<file path="src/rtl/display_scan.sv">
// Time-multiplexed 7-segment scanner: walks the digit select, captures the BCD
// digit after the anti-ghost blank, and PWMs the one-hot digit enable.
module display_scan #(
    parameter int NUM_DIGITS   = 6,
    parameter int BLANK_CYCLES = 4,
    parameter int STEP_CYCLES  = 4
) (
    input  logic                  i_clk,
    input  logic                  i_reset_n,
    input  logic                  i_en,
    input  logic [2:0]            i_brightness,
    input  logic                  i_lz_blank,
    output logic [2:0]            o_seg_select,
    input  logic [3:0]            i_bcd,
    input  logic                  i_dp,
    output logic [6:0]            o_segments,
    output logic                  o_dp,
    output logic [NUM_DIGITS-1:0] o_digit_en
);

    localparam int SLOT_CYCLES = BLANK_CYCLES + 8 * STEP_CYCLES;
    localparam int CW          = $clog2(SLOT_CYCLES + 1);

    typedef enum logic [1:0] {ST_BLANK, ST_ON, ST_OFF} state_t;

    state_t                  state_q, state_d;
    logic [CW-1:0]           cnt_q, cnt_d;
    logic [2:0]              sel_q, sel_d;
    logic [2:0]              bright_q, bright_d;
    logic [6:0]              cap_seg_q, cap_seg_d;
    logic                    cap_dp_q, cap_dp_d;
    logic [6:0]              seg_d;
    logic                    dp_d;
    logic [NUM_DIGITS-1:0]   en_d;

    function automatic logic [6:0] decode(input logic [3:0] bcd);
        logic [6:0] seg;
        case (bcd)
            4'd0:    seg = 7'h3F;
            4'd1:    seg = 7'h06;
            4'd2:    seg = 7'h5B;
            4'd3:    seg = 7'h4F;
            4'd4:    seg = 7'h66;
            4'd5:    seg = 7'h6D;
            4'd6:    seg = 7'h7D;
            4'd7:    seg = 7'h07;
            4'd8:    seg = 7'h7F;
            4'd9:    seg = 7'h6F;
            default: seg = 7'h00;
        endcase
        return seg;
    endfunction

    // Everything is computed for the counter value about to be entered, so the
    // registered outputs line up exactly with the cycle that holds that count.
    always_comb begin
        cnt_d     = cnt_q;
        sel_d     = sel_q;
        bright_d  = bright_q;
        cap_seg_d = cap_seg_q;
        cap_dp_d  = cap_dp_q;
        state_d   = state_q;
        seg_d     = 7'h00;
        dp_d      = 1'b0;
        en_d      = '0;

        if (!i_en) begin
            cnt_d    = '0;
            sel_d    = 3'd0;
            bright_d = 3'd0;
            state_d  = ST_BLANK;
        end else begin
            if (cnt_q == '0)
                bright_d = i_brightness;

            if (cnt_q == CW'(SLOT_CYCLES - 1)) begin
                cnt_d = '0;
                sel_d = (sel_q == 3'(NUM_DIGITS - 1)) ? 3'd0 : sel_q + 3'd1;
            end else begin
                cnt_d = cnt_q + CW'(1);
            end

            // The selector has settled by the last blank cycle; grab the digit then.
            if (cnt_q == CW'(BLANK_CYCLES - 1)) begin
                cap_seg_d = (i_lz_blank && sel_q == 3'd0 && i_bcd == 4'd0) ? 7'h00 : decode(i_bcd);
                cap_dp_d  = i_dp;
            end

            if (int'(cnt_d) < BLANK_CYCLES)
                state_d = ST_BLANK;
            else if (int'(cnt_d) < BLANK_CYCLES + (int'(bright_d) + 1) * STEP_CYCLES)
                state_d = ST_ON;
            else
                state_d = ST_OFF;

            if (state_d == ST_ON) begin
                seg_d = cap_seg_d;
                dp_d  = cap_dp_d;
                en_d  = NUM_DIGITS'(1) << sel_d;
            end
        end
    end

    always_ff @(posedge i_clk or negedge i_reset_n) begin
        if (!i_reset_n) begin
            state_q      <= ST_BLANK;
            cnt_q        <= '0;
            sel_q        <= 3'd0;
            bright_q     <= 3'd0;
            cap_seg_q    <= 7'h00;
            cap_dp_q     <= 1'b0;
            o_segments   <= 7'h00;
            o_dp         <= 1'b0;
            o_digit_en   <= '0;
        end else begin
            state_q      <= state_d;
            cnt_q        <= cnt_d;
            sel_q        <= sel_d;
            bright_q     <= bright_d;
            cap_seg_q    <= cap_seg_d;
            cap_dp_q     <= cap_dp_d;
            o_segments   <= seg_d;
            o_dp         <= dp_d;
            o_digit_en   <= en_d;
        end
    end

    assign o_seg_select = sel_q;

endmodule

</file>
<file path="config.mk">
export PLATFORM = sky130hd
export DESIGN_NAME = display_scan
export DESIGN_NICKNAME = d
export VERILOG_FILES = /design/src/rtl/display_scan.sv
export SDC_FILE = /design/constraint.sdc
export NUM_CORES = 1
export LEC_CHECK = 0
export BUFFER_PORTS_ARGS = -buffer_cell sky130_fd_sc_hd__buf_4
export CAP_MARGIN = 20
export CORE_ASPECT_RATIO = 0.7
export CORE_MARGIN = 4
export CORE_UTILIZATION = 55
export DETAILED_ROUTE_END_ITERATION = 16
export PLACE_DENSITY = 0.83
export SYNTH_ARGS = -nofsm -noshare
export SYNTH_HDL_FRONTEND = slang
export SYNTH_SLANG_ARGS = --single-unit
</file>
<file path="constraint.sdc">
create_clock -name i_clk -period 6.85 [get_ports i_clk]
set_input_delay 1.0275 -clock i_clk [delete_from_list [all_inputs] [get_ports i_clk]]
set_output_delay 1.0275 -clock i_clk [all_outputs]
set_load 0.005 [all_outputs]
</file>
==> impl_results.md <==
- Status: finished, final reports clean
- Antenna cells: 0
- TNS Setup: 0 ns
- Via count: 1,535
- CP startpoint kind: flop
- Main synth FF type: dfrtp_1
- Total clock sinks: 34
- Initial Util: 57.4%
- Distinct cells, synth: 47
- Min Clock Period, post-route: 3.54 ns
- Setup Viol. Count Final: 0
- Vias in the first global route: 1,484
- Ranking of synthesized cells by area: dfrtp_1 42%, ha_1 7.4%, a211oi_2 3.7%
- Routed length per placed instance: 15.3 um
- Nets: 242
- Area delta synth->final: 14.3%
- Die Ht: 59.0 um
- Initial DRC Count: 145
- Yosys warnings: 0
- MaxCap Viol Count: 0
- First-pass GRT wire length: 7.00 mm
- Mapped Avg Cell Area: 10.6 sq um
- Cts hold-fix bufs: 0
- Critical Path RT: 7.02 ns
- Min-delay src: cap_seg_q[1]
- Vias per inst: 5.71
- Lkg Pwr: 1.12 nW
- Critical path class: reg -> reg
- Port Buffers: 28
- Post-CTS setup buffer count: 0
- RSZ-0062 raised after global routing: no
- Chip Width: 80.8 um
- Number of gates resized after cts: 0
- Clock Skews: 0.0102 ns
- Die footprint: 4770 sq um
- Max_slew headroom: 53.7%
- Crit share post-route: 51.7%
- Final GP Congestion: 0.863
- Syn nets: 217
- Cts bufs inserted: 5
- Reg clk slew, reported paths: 0.07 ns
- Synth async-reset ratio: 100%
- Cells after synthesis: 193
- Total Power: 479 uW
- Final hold vios: 0
- Slew Viols, Final: 0
- Layout cells sized above 1: 27.9%
- Worst-path fanout max: 14
- Worst hold-check path type: reg -> reg
- DRC errors left: 0
- Overflow after GRT: 0
- Final core utilization: 65.6%
- Max IR drop VDD: 0.125 mV
- Post-synthesis sequential area ratio: 41.7%
- I/O pin total: 29
- Worst Setup End Kind: flop
- H-tree depth: 2
- Total track usage: 19.4%
- Initial antenna violation count: 0
- Yosys top cell by area: dfrtp_1
- Critical Path End: o_digit_en[3]
- Clock tree root driver cell: clkbuf_8
- Top cell type's share of synthesized area: 41.7%
- Hpwl dp: 3.02 mm
- Synth Register Bits: 34
- Worst slew pin tran: 0.688 ns
- Worst Hold Depth: 2
- Skew-Pair Late Insertion Delay: 0.29 ns
- Max clock buf depth: 2
- Core Rows: 18
- Worst reg-to-reg path cell count: 10
- R2r startpoint: cnt_q[5]
- Largest net degree at the start of global routing: 35
- CTS tree: yes
- Max frequency: 282 MHz
- DRT Wirelength: 4.12 mm
- Mapped Area: 2040 sq um
- Arrival @ worst endpoint: 3.71 ns
- Core Region: 3560 sq um
- Number of synthesized flops with an enable pin: 0
- Reg2reg setup slack: 3.31 ns
- Pwr per Cell Area: 205 nW/um^2
- Pre-Repair DR Iteration Count: 4
- Worst setup path startpoint: cnt_q[5]
- Post-DRT Antenna Nets: 0
- FF-to-FF End: o_digit_en[3]
==> sequential cells by signal (all words and copies together) (netlist names) <==
name / cells
cap_seg_q: 7
o_segments: 7
o_seg_select: 3
bright_q: 3
cnt_q: 6
o_dp: 1
cap_dp_q: 1
o_digit_en: 6
==> where the power goes <==
group	total, mW	switching (mW)	internal [mW]
Combinational	0.0922	0.0542	0.0381
Sequential	0.234	0.0123	0.222
Clock	0.153	0.0717	0.0811
Total	0.479	0.138	0.341
==> cell families after synthesis <==
group | count (synthesis) | share of synthesized area, %
AND/OR/NAND/NOR | 77 | 24.3
AO/OA/AOI/OAI | 36 | 13.7
flip-flops | 34 | 41.7
buffers and inverters | 19 | 5.21
adder cells (fa/ha/maj) | 12 | 7.35
multiplexers | 11 | 6.07
XOR/XNOR | 4 | 1.72
==> cell type report <==
cell class	count	area, sq um
inverter	9	33.8
tap	50	62.6
sequential	34	851
timing repair buffer	28	210
clock inverter	1	5.00
clock buffer	7	86.3
multi-input combinational	140	1080
fill	302	1220
==> per-stage QoR <==
stage          worst slack [ns]  area (sq um)  cells  hold WS (ns)
4_1_cts                    3.35          2330    269         0.492
3_3_place_gp               3.51          2240    261         0.462
6_report                   3.31          2330    269         0.486
2_1_floorplan              3.82          2040    193         0.443
5_1_grt                    3.07          2330    269         0.507
3_5_place_dp               3.37          2240    261         0.476
==> critical path, cell delays in order, from the launching register on <==
cell and delay, ns:
dfrtp_1 0.53, nor4_4 0.51, nand2_2 0.18, mux2_4 0.34, ha_1 0.27, inv_1 0.04, ha_1 0.30, and3_2 0.22
a221oi_1 0.42, nand3b_4 0.27, nor4b_1 0.35
==> how the worst min path moves through the flow <==
| stage | end | slack, ns |
|---|---|---|
| finish | cap_seg_q[1] | 0.49 |
| global route | cnt_q[0] | 0.51 |
| CTS | cap_seg_q[1] | 0.49 |
| detailed placement | cap_seg_q[1] | 0.48 |
| global placement | cap_seg_q[3] | 0.46 |
| floorplan | cnt_q[0] | 0.44 |
==> routing by layer <==
metal | routed length (um) | global-route usage, % | vias to the layer above
met3 | 259 | 4.41 | 6
met2 | 1810 | 29.0 | 47
li1 | - | - | 733
met4 | 55 | 6.75 | 0
met1 | 2000 | 27.9 | 749
met5 | 0 | 0 | -
==> cells in the mapped netlist, drive strengths merged (6+ instances only) <==
master  number
nand2       20
ha          12
mux2i        6
a21oi        8
a211oi       7
nand3        6
buf          6
nor2        12
inv          9
dfrtp       34
o21ai        9
==> cell usage in the layout, fill, tap and decap left out, drive strengths merged <==
cell,netlist,routed
dfrtp,34,34
buf,6,28
nand2,20,20
nor2,12,12
ha,12,12
inv,9,9
o21ai,9,9
a21oi,8,8
a211oi,7,7
clkbuf,4,7
mux2i,6,6
nand3,6,6
and2,5,5
mux2,5,5
nand2b,4,4
nor2b,4,4
nor3,4,4
o2111ai,4,4
nor4,4,4
and3,4,4
a22oi,3,3
nor4b,3,3
xor2,2,2
xnor2,2,2
nand4,2,2
and2b,2,2
or3b,2,2
o211ai,2,2
or2b,1,1
o211a,1,1
nand4b,1,1
a21o,1,1
a221oi,1,1
nand3b,1,1
and3b,1,1
and4b,1,1
clkinv,0,1
No activity file was read; power rests on OpenSTA's default activity.
